File: config.mk
export PLATFORM = sky130hd
export DESIGN_NAME = ccd_capture_roi
export DESIGN_NICKNAME = d
export VERILOG_FILES = /design/src/rtl/ccd_capture_roi_pkg.sv /design/src/rtl/ccd_sync_stage.sv /design/src/rtl/ccd_capture_roi.sv
export SDC_FILE = /design/constraint.sdc
export NUM_CORES = 1
export LEC_CHECK = 0
export CAP_MARGIN = 20
export CORE_ASPECT_RATIO = 0.8
export CORE_MARGIN = 2
export CORE_UTILIZATION = 40
export DETAILED_ROUTE_END_ITERATION = 10
export PLACE_DENSITY_LB_ADDON = 0.1
export SETUP_SLACK_MARGIN = 0.4
export SYNTH_ARGS = -nofsm -noshare
export SYNTH_HDL_FRONTEND = slang
export SYNTH_SLANG_ARGS = --single-unit
export TNS_END_PERCENT = 5
File: constraint.sdc
create_clock -name iCLK -period 8.13 [get_ports iCLK]
set_clock_uncertainty 0.05 [all_clocks]
set_input_delay 1.626 -clock iCLK [delete_from_list [all_inputs] [get_ports iCLK]]
set_output_delay 1.626 -clock iCLK [all_outputs]
set_load 0.02 [all_outputs]
File: src/rtl/ccd_capture_roi_pkg.sv
// ============================================================================
// Module      : ccd_capture_roi_pkg
// Description : Shared state encodings and default widths for the ROI capture
//               stage and its input synchroniser.
// Revision    : 1.0 - initial release
// ============================================================================
`default_nettype none

package ccd_capture_roi_pkg;

    localparam int c_DATA_W  = 12;
    localparam int c_CNT_W   = 16;
    localparam int c_FRAME_W = 32;
    localparam int c_SKIP_W  = 4;

    typedef enum logic [1:0] {
        IDLE     = 2'd0,
        ARMED    = 2'd1,
        CAPTURE  = 2'd2,
        STOPPING = 2'd3
    } state_t;

endpackage

`default_nettype wire

File: src/rtl/ccd_sync_stage.sv
// ============================================================================
// Module      : ccd_sync_stage
// Description : Registers the camera pixel bus and derives frame-start,
//               frame-end and line-end strobes from the registered valids.
// Revision    : 1.0 - initial release
// ============================================================================
`default_nettype none

module ccd_sync_stage #(
    parameter int DATA_W = 12
) (
    input  logic              clk,
    input  logic              rst,
    input  logic [DATA_W-1:0] i_data,
    input  logic              i_fval,
    input  logic              i_lval,
    output logic [DATA_W-1:0] o_data,
    output logic              o_fval,
    output logic              o_lval,
    output logic              o_fs,
    output logic              o_fe,
    output logic              o_le
);

    logic [DATA_W-1:0] r_data;
    logic              r_fval;
    logic              r_fval_p;
    logic              r_lval;
    logic              r_lval_p;

    // FVAL history resets high so releasing reset inside a frame is not a start.
    always_ff @(posedge clk or posedge rst) begin
        if (rst) begin
            r_data   <= '0;
            r_fval   <= 1'b1;
            r_fval_p <= 1'b1;
            r_lval   <= 1'b0;
            r_lval_p <= 1'b0;
        end else begin
            r_data   <= i_data;
            r_fval   <= i_fval;
            r_fval_p <= r_fval;
            r_lval   <= i_lval;
            r_lval_p <= r_lval;
        end
    end

    assign o_data = r_data;
    assign o_fval = r_fval;
    assign o_lval = r_lval;
    assign o_fs   = r_fval & ~r_fval_p;
    assign o_fe   = ~r_fval & r_fval_p;
    assign o_le   = ~r_lval & r_lval_p;

endmodule

`default_nettype wire

File: src/rtl/ccd_capture_roi.sv
// ============================================================================
// Module      : ccd_capture_roi
// Description : CCD capture with frame-aligned start/stop, runtime ROI window
//               and frame decimation; emits a qualified pixel stream.
// Revision    : 1.0 - initial release
// ============================================================================
`default_nettype none

module ccd_capture_roi
    import ccd_capture_roi_pkg::*;
#(
    parameter int DATA_W  = c_DATA_W,
    parameter int CNT_W   = c_CNT_W,
    parameter int FRAME_W = c_FRAME_W,
    parameter int SKIP_W  = c_SKIP_W
) (
    input  logic               iCLK,
    input  logic               iRST,
    input  logic [DATA_W-1:0]  iDATA,
    input  logic               iFVAL,
    input  logic               iLVAL,
    input  logic               iSTART,
    input  logic               iSTOP,
    input  logic [CNT_W-1:0]   iROI_X0,
    input  logic [CNT_W-1:0]   iROI_X1,
    input  logic [CNT_W-1:0]   iROI_Y0,
    input  logic [CNT_W-1:0]   iROI_Y1,
    input  logic [SKIP_W-1:0]  iSKIP,
    output logic [DATA_W-1:0]  oDATA,
    output logic               oDVAL,
    output logic [CNT_W-1:0]   oX_Counter,
    output logic [CNT_W-1:0]   oY_Counter,
    output logic [FRAME_W-1:0] oFrame_Counter,
    output logic               oFrame_Done,
    output logic               oBusy
);

    localparam logic [CNT_W-1:0] c_CNT_MAX = '1;

    logic [DATA_W-1:0]  w_data;
    logic               w_fval;
    logic               w_lval;
    logic               w_fs;
    logic               w_fe;
    logic               w_le;

    state_t             r_state;
    state_t             w_state_next;

    logic [CNT_W-1:0]   r_x;
    logic [CNT_W-1:0]   r_y;
    logic [CNT_W-1:0]   r_x0;
    logic [CNT_W-1:0]   r_x1;
    logic [CNT_W-1:0]   r_y0;
    logic [CNT_W-1:0]   r_y1;
    logic [SKIP_W-1:0]  r_skip_sh;
    logic [SKIP_W-1:0]  r_skip_cnt;
    logic               r_selected;

    logic [DATA_W-1:0]  r_odata;
    logic               r_dval;
    logic [CNT_W-1:0]   r_ox;
    logic [CNT_W-1:0]   r_oy;
    logic [FRAME_W-1:0] r_frame_cnt;
    logic               r_done;

    logic               w_capt;
    logic               w_active;
    logic               w_sel;
    logic [CNT_W-1:0]   w_y;
    logic [CNT_W-1:0]   w_x0;
    logic [CNT_W-1:0]   w_x1;
    logic [CNT_W-1:0]   w_y0;
    logic [CNT_W-1:0]   w_y1;
    logic               w_dval_next;
    logic               w_frame_end;

    ccd_sync_stage #(
        .DATA_W (DATA_W)
    ) u_sync (
        .clk    (iCLK),
        .rst    (iRST),
        .i_data (iDATA),
        .i_fval (iFVAL),
        .i_lval (iLVAL),
        .o_data (w_data),
        .o_fval (w_fval),
        .o_lval (w_lval),
        .o_fs   (w_fs),
        .o_fe   (w_fe),
        .o_le   (w_le)
    );

    always_ff @(posedge iCLK or posedge iRST) begin
        if (iRST) begin
            r_state <= IDLE;
        end else begin
            r_state <= w_state_next;
        end
    end

    always_comb begin
        w_state_next = r_state;
        unique case (r_state)
            IDLE:     if (iSTART && !iSTOP) w_state_next = ARMED;
            ARMED:    if (iSTOP) w_state_next = IDLE;
                      else if (w_fs) w_state_next = CAPTURE;
            CAPTURE:  if (iSTOP) w_state_next = STOPPING;
            STOPPING: if (w_fe) w_state_next = IDLE;
            default:  w_state_next = IDLE;
        endcase
    end

    // On the frame-start cycle itself, use the values about to be latched so a
    // pixel coinciding with FVAL rising is qualified against the new frame.
    assign w_capt      = (r_state == CAPTURE) || (r_state == STOPPING);
    assign w_active    = w_capt || ((r_state == ARMED) && w_fs && !iSTOP);
    assign w_sel       = w_fs ? (r_skip_cnt == '0) : r_selected;
    assign w_y         = w_fs ? '0 : r_y;
    assign w_x0        = w_fs ? iROI_X0 : r_x0;
    assign w_x1        = w_fs ? iROI_X1 : r_x1;
    assign w_y0        = w_fs ? iROI_Y0 : r_y0;
    assign w_y1        = w_fs ? iROI_Y1 : r_y1;
    assign w_frame_end = w_fe && r_selected && w_capt;

    assign w_dval_next = w_active && w_sel && w_fval && w_lval &&
                         (r_x >= w_x0) && (r_x <= w_x1) &&
                         (w_y >= w_y0) && (w_y <= w_y1);

    always_ff @(posedge iCLK or posedge iRST) begin
        if (iRST) begin
            r_x <= '0;
            r_y <= '0;
        end else begin
            if (w_le) begin
                r_x <= '0;
            end else if (w_fval && w_lval && (r_x != c_CNT_MAX)) begin
                r_x <= r_x + CNT_W'(1);
            end
            if (w_fs) begin
                r_y <= '0;
            end else if (w_le && w_fval && (r_y != c_CNT_MAX)) begin
                r_y <= r_y + CNT_W'(1);
            end
        end
    end

    always_ff @(posedge iCLK or posedge iRST) begin
        if (iRST) begin
            r_x0       <= '0;
            r_x1       <= '0;
            r_y0       <= '0;
            r_y1       <= '0;
            r_skip_sh  <= '0;
            r_skip_cnt <= '0;
            r_selected <= 1'b0;
        end else begin
            if (w_fs) begin
                r_x0      <= iROI_X0;
                r_x1      <= iROI_X1;
                r_y0      <= iROI_Y0;
                r_y1      <= iROI_Y1;
                r_skip_sh <= iSKIP;
            end
            if (r_state == IDLE) begin
                r_skip_cnt <= '0;
                r_selected <= 1'b0;
            end else if (w_fs) begin
                r_selected <= (r_skip_cnt == '0);
                if (r_skip_cnt != '0) r_skip_cnt <= r_skip_cnt - SKIP_W'(1);
            end else if (w_frame_end) begin
                // Reload the discard budget only after a frame that was kept.
                r_skip_cnt <= r_skip_sh;
            end
        end
    end

    always_ff @(posedge iCLK or posedge iRST) begin
        if (iRST) begin
            r_odata     <= '0;
            r_dval      <= 1'b0;
            r_ox        <= '0;
            r_oy        <= '0;
            r_frame_cnt <= '0;
            r_done      <= 1'b0;
        end else begin
            r_dval <= w_dval_next;
            if (w_dval_next) begin
                r_odata <= w_data;
                r_ox    <= r_x;
                r_oy    <= w_y;
            end
            r_done <= w_frame_end;
            if (w_frame_end) r_frame_cnt <= r_frame_cnt + FRAME_W'(1);
        end
    end

    assign oDATA          = r_odata;
    assign oDVAL          = r_dval;
    assign oX_Counter     = r_ox;
    assign oY_Counter     = r_oy;
    assign oFrame_Counter = r_frame_cnt;
    assign oFrame_Done    = r_done;
    assign oBusy          = (r_state != IDLE);

endmodule

`default_nettype wire

Yosys cells after proc, flatten, opt, wreduce, memory -nomap -nowiden
Index checks and enable logic that the tools add are counted.
{ "totals": {"ff_bits": 201, "elab_cells": 94} }
{ "classes": {"n_addsub": 4, "order_cmp": 4, "eq_ne": 10, "mux": 21, "bitwise_logic": 6, "reduce_logical": 28} }
{ "ops": {"columns": ["op", "count"], "rows": [
  ["two-way mux 16 bit", 9],
  ["adder 16 x 1 -> 16 bit (second input constant)", 2],
  ["adder 32 x 1 -> 32 bit (second input constant)", 1],
  ["greater-or-equal comparator 16 bit", 2],
  ["less-or-equal comparator 16 bit", 2],
  ["inequality test 16 bit (second input constant)", 2],
  ["logical AND 1 bit", 16],
  ["two-way mux 4 bit", 4],
  ["two-way mux 2 bit", 5],
  ["case mux 2 bit (4 select lines)", 1],
  ["inequality test 2 bit (second input constant)", 3],
  ["nonzero test 2 bit", 3],
  ["equality test 2 bit (second input constant)", 2],
  ["zero test 4 bit", 1],
  ["AND reduction 4 bit", 1],
  ["nonzero test 4 bit", 1],
  ["subtractor 4 x 1 -> 4 bit (second input constant)", 1],
  ["AND 1 bit", 3],
  ["inequality test 3 x 1 -> 1 bit (second input constant)", 1],
  ["inequality test 3 bit (second input constant)", 1],
  ["inverter 1 bit", 3],
  ["nonzero test 3 bit", 1],
  ["equality test 2 x 1 -> 1 bit (second input constant)", 1],
  ["zero test 2 bit", 1],
  ["4 further kinds", 6]
]} }

Logic depth before layout (Yosys ltp)
Gate-level depths: netlist of the first run.
{ "logic_depth": {"word_depth": 12, "mapped_depth": 17, "depth_no_buf": 13} }

Hierarchy
Synthesis of the first run repeated with hierarchy kept, for this count alone.
{ "hier_totals": {"cells_unflattened": 829, "hier_area_um2": 9741.8} }
{ "by_module_without_submodules": {"columns": ["mod", "n_inst", "cells_per_inst", "area_each_um2"], "rows": [
  ["ccd_capture_roi", 1, 809, 9313.9],
  ["ccd_sync_stage", 1, 20, 427.9]
]} }

Least setup slack after synthesis of the first run
No wires, ideal clock.
{ "synth_timing": {"path_kind": "input -> register", "startpoint": "input port iROI_X0[5]", "endpoint": "register r_ox[0] (netlist: oX_Counter[0])", "arrival_time_ns": 3.681, "path_slack_ns": 4.274, "path_stages": 12, "path_buffers": 1, "cell_sequence": "nand2_1 -> nand2_1 -> inv_1 -> ha_1 -> a21o_1 -> a211oi_1 -> o21ai_0 -> a2111oi_2 -> nor3_2 -> nand4_4 -> buf_6 -> mux2_2"} }
{ "synth_between": {"elab_chain_len": 6} }
{ "synth_lines": {"columns": ["item", "line_no", "text"], "rows": [
  ["start, declared", "ccd_capture_roi.sv:24", "input logic [CNT_W-1:0] iROI_X0,"],
  ["two-way mux 16 bit", null, null],
  ["named net w_x0[5]", "ccd_capture_roi.sv:71", "logic [CNT_W-1:0] w_x0;"],
  ["greater-or-equal comparator 16 bit", "ccd_capture_roi.sv:127", "(r_x >= w_x0) && (r_x <= w_x1) &&"],
  ["logical AND 1 bit", "ccd_capture_roi.sv:126", "assign w_dval_next = w_active && w_sel && w_fval && w_lval &&"],
  ["logical AND 1 bit (2 in series)", "ccd_capture_roi.sv:127", null],
  ["logical AND 1 bit", "ccd_capture_roi.sv:128", "(w_y >= w_y0) && (w_y <= w_y1);"],
  ["end signal, assigned", "ccd_capture_roi.sv:190", "r_ox <= r_x;"],
  ["end, declared", "ccd_capture_roi.sv:62", "logic [CNT_W-1:0] r_ox;"]
]} }
The timed path passes the listed nets, and every way through them passes these cells.
A chain may end at the register's enable or synchronous reset.

Worst setup path after layout of the first run
{ "layout_timing": {"startpoint": "register u_sync.r_fval (netlist: u_sync.o_fval)", "endpoint": "register r_odata[10] (netlist: oDATA[10])"} }
{ "layout_between": {"elab_chain_len": 11, "word_cells_on_any_way": 21, "classes_between": "order compare (4); mux (6); bitwise (1); reduce/logical (10)"} }
{ "layout_lines": {"columns": ["item", "line_no", "text"], "rows": [
  ["start, declared", "ccd_sync_stage.sv:26", "logic r_fval;"],
  ["start signal, assigned", "ccd_sync_stage.sv:41", "r_fval <= i_fval;"],
  ["branches (longest 10 deep; another with greater-or-equal comparator 16 bit)", null, null],
  ["logical AND 1 bit *", "ccd_capture_roi.sv:128", null],
  ["end signal, assigned", "ccd_capture_roi.sv:189", "r_odata <= w_data;"],
  ["end, declared", "ccd_capture_roi.sv:60", "logic [DATA_W-1:0] r_odata;"]
]} }
Every way passes the cells marked *.

==> results of run 1 <==
how the worst max path moves through the flow:
stage | start | endpoint | slack (ps)
after floorplan | iRST | async pin | 970
after global placement | iROI_X0[5] | oDATA[7]$_DFFE_PP0P_ | 3020
after detailed placement | iROI_X0[5] | oDATA[10]$_DFFE_PP0P_ | 2920
after CTS | u_sync.o_fval$_DFF_PP1_ | oDATA[10]$_DFFE_PP0P_ | 3180
after global routing | u_sync.o_fval$_DFF_PP1_ | oDATA[10]$_DFFE_PP0P_ | 2910
final | u_sync.o_fval$_DFF_PP1_ | oDATA[10]$_DFFE_PP0P_ | 3230
cells in the mapped netlist, types with 2 or more instances:
| cell | instances |
|---|---|
| sky130_fd_sc_hd__a21o_1 | 5 |
| sky130_fd_sc_hd__nor4_1 | 2 |
| sky130_fd_sc_hd__dfstp_2 | 2 |
| sky130_fd_sc_hd__and4_1 | 5 |
| sky130_fd_sc_hd__nand3_1 | 33 |
| sky130_fd_sc_hd__nor2_1 | 48 |
| sky130_fd_sc_hd__buf_2 | 10 |
| sky130_fd_sc_hd__o211ai_1 | 3 |
| sky130_fd_sc_hd__mux2_2 | 12 |
| sky130_fd_sc_hd__nor3_4 | 2 |
| sky130_fd_sc_hd__buf_6 | 4 |
| sky130_fd_sc_hd__a211oi_1 | 7 |
| sky130_fd_sc_hd__nand4_1 | 22 |
| sky130_fd_sc_hd__xor2_1 | 28 |
| sky130_fd_sc_hd__a31oi_1 | 3 |
| sky130_fd_sc_hd__inv_1 | 73 |
| sky130_fd_sc_hd__mux2i_1 | 52 |
| sky130_fd_sc_hd__nor3b_1 | 2 |
| sky130_fd_sc_hd__a21oi_1 | 23 |
| sky130_fd_sc_hd__ha_1 | 68 |
| sky130_fd_sc_hd__or3_1 | 3 |
| sky130_fd_sc_hd__nor2b_1 | 21 |
| sky130_fd_sc_hd__nor3_1 | 9 |
| sky130_fd_sc_hd__o21ai_0 | 14 |
| sky130_fd_sc_hd__mux2_4 | 32 |
| sky130_fd_sc_hd__clkbuf_1 | 7 |
| sky130_fd_sc_hd__nand2_1 | 93 |
| sky130_fd_sc_hd__and3_1 | 13 |
| sky130_fd_sc_hd__dfrtp_1 | 199 |
| sky130_fd_sc_hd__nor3_2 | 2 |
| sky130_fd_sc_hd__a2111oi_0 | 2 |
| sky130_fd_sc_hd__xnor2_1 | 32 |
stage by stage:
stage                     hold WS, ps  total power, mW  worst slack, ps
after floorplan                   302             1.35              975
after global placement            341             1.48             3020
after detailed placement          351             1.48             2920
after CTS                         365             2.45             3180
after global routing              384             2.54             2910
final                             354             2.40             3230
where the power goes:
| group | leakage (nW) | internal (mW) | total (mW) | switching [mW] |
|---|---|---|---|---|
| registers | 2.60 | 1.08 | 1.12 | 0.0451 |
| clock network | 0.336 | 0.553 | 0.943 | 0.391 |
| logic | 3.06 | 0.150 | 0.336 | 0.186 |
| total | 6.00 | 1.78 | 2.40 | 0.622 |
cells by family after synthesis:
group	count (synthesis)	synth area share [%]
buffers and inverters	95	4.11
XOR/XNOR	60	5.41
AND/OR/NAND/NOR	261	13.3
AO/OA/AOI/OAI	71	4.82
adder cells (fa/ha/maj)	68	8.77
flip-flops	201	51.8
multiplexers	96	11.7
routing by layer:
layer	vias up	GRT usage [%]	wire length (um)
li1	3266	-	-
met1	3072	27.5	11400
met2	134	22.7	8420
met3	26	4.26	1410
met4	0	3.54	366
met5	-	0	0
state kept, by name, indices dropped and copies added, names as in the netlist, 4 cells and up, named ones only:
signal          count
oFrame_Counter     32
r_x                16
r_skip_cnt          4
r_x1               16
oX_Counter         16
oDATA              12
r_y1               16
u_sync.o_data      12
oY_Counter         16
r_x0               16
r_y                16
r_skip_sh           4
r_y0               16
worst max-delay path, stage by stage, from the launching register on:
cell	delay [ps]
sky130_fd_sc_hd__dfstp_2	670
sky130_fd_sc_hd__nor2b_4	700
sky130_fd_sc_hd__buf_12	470
sky130_fd_sc_hd__mux2i_1	300
sky130_fd_sc_hd__ha_1	260
sky130_fd_sc_hd__o21ai_0	140
sky130_fd_sc_hd__o21a_1	150
sky130_fd_sc_hd__o21ai_0	110
sky130_fd_sc_hd__a2111oi_2	530
sky130_fd_sc_hd__nor3_2	120
sky130_fd_sc_hd__nand4_4	240
sky130_fd_sc_hd__buf_4	590
sky130_fd_sc_hd__mux2_2	400
final cells by class:
class / count / area share (%)
diodes: 1 / 0.0202
clock inverters: 4 / 0.162
clock buffers: 34 / 5.32
well taps: 312 / 3.16
repair buffers: 169 / 13.7
flip-flops and latches: 201 / 40.7
inverters: 73 / 2.28
multi-input cells: 556 / 34.7
==> results list, run 1 <==
- Result of the run: finished, final reports clean
- At the pin with the least slew margin, the transition time is 947 ps.
- Most used flip-flop cell after synthesis: sky130_fd_sc_hd__dfrtp_1
- WHS Endpoint: u_sync.r_lval_p$_DFF_PP0_
- Gate Count Post-Synth: 852
* Data required time at the worst endpoint: 8460 ps
* Via total after detailed routing: 6498
- Number of flops mapped to enable cells by yosys: 0
* Total non-filler cell area in the finished layout: 12400 um2
* Area fraction of the dominant cell type after synthesis: 51.3%
* Syn_area_per_cell: 11.4 um2
* Startpoint type of the worst setup path: flop
- CTS built an H-tree with a depth of 1.
- Length in cells of the worst reg-to-reg path: 12
- Effective utilization at floorplan: 41.2%
- Slew headroom: 36.9%
* Arrival time at the worst endpoint: 5230 ps
* CTS-repair resized insts: 0
- Cell row count: 50
- Synthesis instantiated 53 different standard cells from the library.
- In this run the critical register-to-register path is launched from u_sync.o_fval$_DFF_PP1_.
* Proportion of layout cells with a drive suffix above 1: 9.06%
* Vias per Instance: 4.81
* Half-perimeter wire length after detailed placement: 15000 um
- The worst setup path is captured at a flop.
* MaxCap Viol Count: 0
- Summing all flip-flop and latch instances after layout gives 5030 um2.
* Standby leakage power: 6.00 nW
- Global-route wire length before repair: 34500 um
- CTS saw 201 sinks.
* Via count of the first global-routing pass: 6368
- Maximum number of pins on one net before global-route repair: 128
* Clock latency reported for the late side of the worst-skew pair: 500 ps
- DIE AREA: 25500 um2
- Of all cell types, the one taking the most synthesized area is sky130_fd_sc_hd__dfrtp_1.
- Total number of yosys warnings: 0
- Dominant cells by area after synthesis: sky130_fd_sc_hd__dfrtp_1 51%, sky130_fd_sc_hd__ha_1 8.8%, sky130_fd_sc_hd__mux2i_1 5.4%
- In the routed design, unresolved DRC markers number 0.
- Post-synthesis sequential element count: 201
- For the finished layout, the period the worst path requires is 4900 ps.
- Leaving out fill and tap cells, the most frequent cell in the layout is sky130_fd_sc_hd__dfrtp_1.
* Max Freq: 0.204 GHz
- The multi-input combinational cells in the finished layout cover a total of 4280 um2.
- Number of CTS-inserted buffers: 22
- Reg-to-Reg End: oDATA[10]$_DFFE_PP0P_
- The first routing iteration left 300 violations.
* Final design utilization: 52.4%
- Core area: 23600 um2
* Setup Viol. Count Final: 0
- Overall die width: 178 um
- The cell area that synthesis handed to floorplanning was 9710 um2.
* Weighted congestion reported at the end of routability-driven placement: 0.777
* Routed Wire Length: 21600 um
- TritonCTS built the clock tree.
* CTS root buf: sky130_fd_sc_hd__clkbuf_16
* Top library cells by usage in the layout, fill and taps aside: 199 x sky130_fd_sc_hd__dfrtp_1, 164 x sky130_fd_sc_hd__clkdlybuf4s50_1, 93 x sky130_fd_sc_hd__nand2_1
- The clock passes through at most 3 buffers.
* Type of the setup path with the least slack: reg2reg
* Worst hold path depth: 0
* Worst Path Max Fanout: 81
- IR analysis of the VDD net gives a maximum drop of 0.000120 V.
- For this run, the number of standard cells in the final layout without fillers is 1350.
* First-pass iteration count of the detailed router: 5
* Period utilization: 60.3%
- Floorplan die height: 143 um
* Origin of the worst min-delay path: u_sync.o_lval$_DFF_PP0_
* Layout fillers: 2115
- The number of antenna violations at the first check in global routing came to 1.
- In this run the worst hold path is classified as reg2reg.
- After detailed placement, the design holds a cell count of 1311.
- Post-synthesis async set-or-reset flop share: 100%
- Setup slack on the worst reg-to-reg path comes out at 3230 ps.
- From synthesis to final layout, the design area changed by 27.3%.
* Number of nets with antenna violations after detailed routing: 0
* Placed standard-cell area: 11700 um2
- Reg clk slew, reported paths: 60 ps
- Layout Nets: 1177
- Port buffering added 164 buffers.
* Top-level I/O count: 165
- Setup TNS: 0 ps
- Grt total ovfl: 0
- Setup repair after global routing left no endpoint under its margin.
- Total routing resource utilization after global routing: 17.1%
- Portion of the post-synthesis area used by sequential elements: 51.8%
* Power Density: 194 nW/um2
- The number of failing hold endpoints at the final stage is 0.
* Final number of max-transition violations: 0
- Syn_nets: 1006
- After clock tree synthesis, the flow added hold-fix buffers numbering 0.
* Setup Buffers After CTS: 0
- Dividing the detail-routed wire length by the instance count gives 16.0 um.
No activity file was read; power rests on OpenSTA's default activity.
==> inputs of run 2 (changes only) <==
- clock period: 8.13 -> 4.6 ns (I/O delays scaled with it)
==> results list, run 2 (synthesis results as in run 1) <==
* Area growth from synthesis to layout: 29.1%
- The number of core rows was 50 (unchanged).
- The wire length of the first global-routing pass is 35600 um (+3.2%).
- CTS root buf: sky130_fd_sc_hd__clkbuf_16
- Standby leakage power: 6.08 nW (+1.4%)
- Setup TNS: 0 ps (unchanged)
* H-tree levels: 1 (unchanged)
- Final-report hold violation count: 0 (unchanged)
* Transition time of the tightest slew-check pin: 764 ps (-183 ps)
- The placer congestion estimate is 0.796 (+2.4%).
- The slowest stage of the critical path is the sky130_fd_sc_hd__dfstp_2 cell.
* Vias per Instance: 4.83 (+0.40%)
* Data required time at the worst endpoint: 4930 ps (-3530 ps)
* Maximum number of buffers from clock root to sink: 3 (unchanged)
- The wire length after detailed routing is 21900 um (+1.4%).
* Number of port buffers: 164 (unchanged)
- The critical path arrival came to 4270 ps (-960 ps).
- The via count of the first global-routing pass came to 6554 (+2.9%).
* Reg clk slew, reported paths: 60 ps (about the same)
- The starting utilization of the core area came to 41.2% (unchanged).
- The via total after detailed routing came to 6577 (+1.2%).
- The post-detailed-placement half-perimeter wirelength is 15800 um (+5.3%).
- Result of the run: finished, final reports clean
- The number of antenna-violating nets in the routed design is 0 (unchanged).
* Hold WC Path Type: reg2reg
- The shortest period the worst path allows is 3950 ps (-957 ps).
- Slew headroom: 49.0% (+12 points)
- Clock tree from TritonCTS: yes
- The power density over the cells was 347 nW/um2 (+78%).
- The number of top-level pins came to 165 (unchanged).
* Largest register FFs: 32 (unchanged)
- The most numerous cell type found on the critical path is sky130_fd_sc_hd__o21ai_0.
- The total of endpoints with negative setup slack in the final report is 0 (unchanged).
- The die footprint was 25500 um2 (unchanged).
- The largest net degree at the start of global routing came to 81 (-37%).
- The core area is 23600 um2 (unchanged).
- Gate family responsible for the most delay along the worst path: compound AO/OA/AOI/OAI gates
- The number of antenna violations at the first check in global routing is 1 (unchanged).
* Total routing resource utilization after global routing: 17.6% (+0.53 points)
- Post-detailed-route wirelength per cell: 16.1 um (+0.62%)
* Starting DRC count in detailed routing: 318 (+6.0%)
* Floorplan die height: 143 um (unchanged)
* Detailed-route DRC error count: 0 (unchanged)
* Max Freq: 0.253 GHz (+24%)
* Worst Path Max Fanout: 45 (-44%)
- Leaving out fill and tap cells, the most frequent cell in the layout is sky130_fd_sc_hd__dfrtp_1.
- The hold buffer count at CTS came to 0 (unchanged).
- Grt total ovfl: 0 (unchanged)
- Critical Path Sink Type: flop
- Period utilization: 85.8% (+25 points)
* Startpoint type of the worst setup path: flop
- First-pass iteration count of the detailed router: 4 (-1)
- Final number of max-transition violations: 0 (unchanged)
- Walking the worst path, the cells encountered are nor2b_4 > buf_12 > mux2i_1 > ha_1 > o21ai_0 > o21a_1 > o21ai_0 > a2111oi_2 > nor3_2 > nand4_4 > buf_4 > mux2_2.
- Layout Nets: 1188 (+0.93%)
- In the layout the commonest cells are 199 x sky130_fd_sc_hd__dfrtp_1, 164 x sky130_fd_sc_hd__clkdlybuf4s50_1, 93 x sky130_fd_sc_hd__nand2_1.
- The die width was 178 um (unchanged).
- The fraction of layout instances using a drive strength above 1 is 10.2% (+1.1 points).
- Type of the setup path with the least slack: reg2reg
* MaxCap Viol Count: 0 (unchanged)
- Unrepaired setup endpoints after global routing: yes
- The clock net sink count was 201 (unchanged).
* Crit-path max cell delay: 670 ps (-30 ps)
- Largest voltage drop on the vdd net: 0.000322 V (+170%)
- Worst hold margin: 385 ps (+31.3 ps)
- Clock latency reported for the late side of the worst-skew pair: 500 ps (about the same)
* Number of CTS-inserted buffers: 22 (unchanged)
- WP buf/inv: 2 (unchanged)
## run 2: worst paths after layout
check,cells after the start,slack [ps],startpoint,endpoint
setup / recovery,12,650,u_sync.o_fval$_DFF_PP1_,oY_Counter[14]$_DFFE_PP0P_
hold reg to reg,0,390,u_sync.o_lval$_DFF_PP0_,u_sync.r_lval_p$_DFF_PP0_
hold / removal,0,390,u_sync.o_lval$_DFF_PP0_,u_sync.r_lval_p$_DFF_PP0_
max in group asynchronous,3,2760,iRST,oDATA[2]$_DFFE_PP0P_
min in group asynchronous,2,870,iRST,oX_Counter[7]$_DFFE_PP0P_
setup reg to reg,12,650,u_sync.o_fval$_DFF_PP1_,oY_Counter[14]$_DFFE_PP0P_
## run 2: worst register-to-register path: cells and delay by family (launching register included)
kind / cells / cell delay, ps
AOI/OAI and AO/OA: 4 / 860
muxes: 2 / 850
DFF: 1 / 670
and+or+nand+nor: 3 / 570
buffers and inverters: 2 / 520
adders and majority gates: 1 / 310
## run 2: power by group
group          internal, mW  leakage (nW)  switching [mW]
Combinational         0.269          3.12           0.332
Clock                  1.08         0.362           0.682
Sequential             1.91          2.60          0.0808
Total                  3.25          6.08            1.09
## run 2: timing repair
action	in CTS	in global routing
setup buffers	0	3
setup endpoints to repair	0	32
hold endpoints to repair	0	0
gates resized for setup	0	1
## run 2: area by class of cell
class                           instances  area (um2)
Sequential cell                       201        5030
Multi-Input combinational cell        556        4280
Tap cell                              312         390
Inverter                               73         278
Timing Repair Buffer                  180        1810
Clock inverter                          3        40.0
Antenna cell                            1        2.50
Clock buffer                           35         691
Fill cell                            2049       11100
## run 2: stage by stage
stage                     area [um2]  instances  total power [mW]  utilization (%)  setup slack, ps
final                          12500       1361              4.35             53.1              653
after detailed placement       11800       1319              2.63             49.9              414
after floorplan                 9710        852              2.39                -              773
after global routing           12500       1360              4.60             53.1              389
after global placement         11800       1319              2.62             49.9              438
after CTS                      12500       1357              4.42             53.0              435
## run 2: metal layers
metal  GRT usage (%)  vias to the layer above  routed length (um)
met5               0                        -                   0
met4            3.54                        0                 345
met3            4.02                       23                1390
met2            24.4                      153                8800
met1            27.8                     3119               11400
li1                -                     3282                   -
==> inputs of run 3 (changes only) <==
- CELL_PAD_IN_SITES_DETAIL_PLACEMENT: not set -> 1
- CELL_PAD_IN_SITES_GLOBAL_PLACEMENT: not set -> 1
- CTS_CLUSTER_DIAMETER: not set -> 80
==> results list, run 3 (synthesis results as in run 1) <==
- Result of the run: finished, final reports clean
- Detailed-route DRC error count: 0 (unchanged)
* Effective utilization at floorplan: 41.2% (unchanged)
- Gate family responsible for the most delay along the worst path: compound AO/OA/AOI/OAI gates
- The number of detailed-route iterations in the first pass was 4 (unchanged).
- The placer congestion estimate is 0.763 (-4.1%).
* Layout Nets: 1185 (-0.25%)
* Grt total ovfl: 0 (unchanged)
- Maximum number of buffers from clock root to sink: 3 (unchanged)
- The number of core rows came to 50 (unchanged).
- Number of sinks driven by the clock tree: 201 (unchanged)
* Setup Viol. Count Final: 0 (unchanged)
- Layout fillers: 2513 (+23%)
* Final number of max-transition violations: 0 (unchanged)
- The shortest period the worst path allows is 3880 ps (-62.3 ps).
* Global-route wire length before repair: 39500 um (+11%)
- Largest register FFs: 32 (unchanged)
- MaxCap Viol Count: 0 (unchanged)
- Period utilization: 84.4% (-1.4 points)
* Number of CTS-inserted buffers: 23 (+4.5%)
- Traced cell by cell, the critical path runs through nor2b_4 > buf_16 > mux2i_1 > ha_1 > o211ai_1 > a21oi_1 > nor4_1 > a2111oi_0 > a311o_2 > nand4_4 > buf_4 > mux2_4.
* Total non-filler cell area in the finished layout: 12500 um2 (about the same)
* CTS root buf: sky130_fd_sc_hd__clkbuf_16
* Top library cells by usage in the layout, fill and taps aside: 199 x sky130_fd_sc_hd__dfrtp_1, 164 x sky130_fd_sc_hd__clkdlybuf4s50_1, 93 x sky130_fd_sc_hd__nand2_1
- Type of the setup path with the least slack: reg2reg
- The number of antenna cells inserted came to 0 (-1).
- The worst vdd rail ir drop came to 0.000214 V (-34%).
- The cell area after placement was 11800 um2 (about the same).
- The area growth from synthesis to layout is 29.1% (about the same).
* Proportion of layout cells with a drive suffix above 1: 10.0% (-0.16 points)
* Number of buffers added to fix hold violations after cts: 0 (unchanged)
* Instance count on the critical path: 12 (unchanged)
* Startpoint type of the worst setup path: flop
- The clock latency at the later pin of the worst-skew pair was 520 ps (+20 ps).
- The worst hold slack after final layout came to 366 ps (-19.7 ps).
- Core area: 23600 um2 (unchanged)
* Overall die width: 178 um (unchanged)
- WP buf/inv: 2 (unchanged)
- The power density over the cells came to 353 nW/um2 (+1.6%).
- The die extent in y came to 143 um (unchanged).
- Clock tree from TritonCTS: yes
- The worst hold path stage count was 0 (unchanged).
- Length in cells of the worst reg-to-reg path: 12 (unchanged)
* Cell type of the slowest stage on the worst timing path: sky130_fd_sc_hd__dfstp_2
* Transition time of the tightest slew-check pin: 672 ps (-91.3 ps)
* Reg clk slew, reported paths: 60 ps (about the same)
- Max Freq: 0.257 GHz (+1.6%)
- Top-level I/O count: 165 (unchanged)
- Number of placed instances, taps included: 1317 (-0.15%)
- Worst Path Max Fanout: 70 (+56%)
* Standby leakage power: 6.09 nW (about the same)
- In this run the worst hold path is classified as reg2reg.
- H-tree levels: 1 (unchanged)
- Setup TNS: 0 ps (unchanged)
- Routed Wire Length: 24100 um (+10%)
- Via total after detailed routing: 6805 (+3.5%)
* Most common library cell in the layout ignoring fill and taps: sky130_fd_sc_hd__dfrtp_1
- The worst setup path is captured at a flop.
* Initial antenna violation count: 0 (-1)
- Vias per Instance: 5.01 (+3.8%)
- Final-report hold violation count: 0 (unchanged)
- Via count of the first global-routing pass: 7311 (+12%)
* Data required time at the worst endpoint: 4950 ps (+20 ps)
- The routed wirelength normalized by instance count is 17.8 um (+11%).
- The number of cells in the finished layout apart from fillers was 1357 (-0.29%).
- Maximum number of pins on one net before global-route repair: 81 (unchanged)
* Starting DRC count in detailed routing: 288 (-9.4%)
* Total routing resource utilization after global routing: 19.6% (+2.0 points)
- The critical path arrival came to 4230 ps (-40 ps).
- The number of antenna-violating nets in the routed design came to 0 (unchanged).
- The number of buffer cells added on primary ports came to 164 (unchanged).
- The worst max-slew margin expressed relative to the limit came to 54.9% (+5.9 points).
- DIE AREA: 25500 um2 (unchanged)
- Half-perimeter wire length after detailed placement: 17400 um (+10%)
- Crit-path max cell delay: 670 ps (about the same)
- The overall power after layout was 4.42 mW (+1.6%).
* Unrepaired setup endpoints after global routing: no
run 3: through the flow:
step                worst slack [ps]  util [%]
floorplan                        773         -
global placement                 553      49.9
detailed placement               477      49.9
CTS                              415      53.1
global route                     399      53.2
finish                           715      53.2
run 3: power by group:
group,leakage [nW],total (mW),switching (mW),internal (mW)
Combinational,3.11,0.615,0.343,0.272
Clock,0.372,1.81,0.717,1.10
Sequential,2.60,1.99,0.0832,1.91
Total,6.09,4.42,1.14,3.28
run 3: area by class of cell:
| cell class | count | area (um2) | share of cell area, % |
|---|---|---|---|
| well taps | 312 | 390 | 3.11 |
| repair buffers | 176 | 1800 | 14.4 |
| clock inverters | 4 | 48.8 | 0.389 |
| flip-flops and latches | 201 | 5030 | 40.1 |
| clock buffers | 35 | 701 | 5.59 |
| inverters | 73 | 278 | 2.22 |
| multi-input cells | 556 | 4280 | 34.2 |
run 3: routing by layer:
metal / global-route usage, % / routed length (um) / vias to the layer above
met5: 0 / 0 / -
met4: 4.79 / 407 / 0
met3: 4.02 / 1260 / 31
met2: 29.5 / 10400 / 135
met1: 28.9 / 12000 / 3377
li1: - / - / 3262
run 3: what timing repair did:
| action | in CTS | in global routing |
|---|---|---|
| buffers inserted | 0 | 1 |
| gates resized for setup | 0 | 2 |
| setup endpoints to repair | 0 | 35 |
run 3: final timing paths:
path	startpoint	slack [ps]	endpoint
setup / recovery	u_sync.o_fval$_DFF_PP1_	720	oY_Counter[6]$_DFFE_PP0P_
hold / removal	u_sync.o_lval$_DFF_PP0_	370	u_sync.r_lval_p$_DFF_PP0_
setup reg to reg	u_sync.o_fval$_DFF_PP1_	720	oY_Counter[6]$_DFFE_PP0P_
hold reg to reg	u_sync.o_lval$_DFF_PP0_	370	u_sync.r_lval_p$_DFF_PP0_
max in group asynchronous	iRST	3050	u_sync.o_data[3]$_DFF_PP0_
min in group asynchronous	iRST	700	r_x1[11]$_DFF_PP0_
run 3: worst reg2reg max path, stage by stage (launching register included):
cell	delay (ps)
sky130_fd_sc_hd__dfstp_2	670
sky130_fd_sc_hd__nor2b_4	250
sky130_fd_sc_hd__buf_16	350
sky130_fd_sc_hd__mux2i_1	390
sky130_fd_sc_hd__ha_1	210
sky130_fd_sc_hd__o211ai_1	100
sky130_fd_sc_hd__a21oi_1	200
sky130_fd_sc_hd__nor4_1	80
sky130_fd_sc_hd__a2111oi_0	440
sky130_fd_sc_hd__a311o_2	300
sky130_fd_sc_hd__nand4_4	170
sky130_fd_sc_hd__buf_4	260
sky130_fd_sc_hd__mux2_4	320
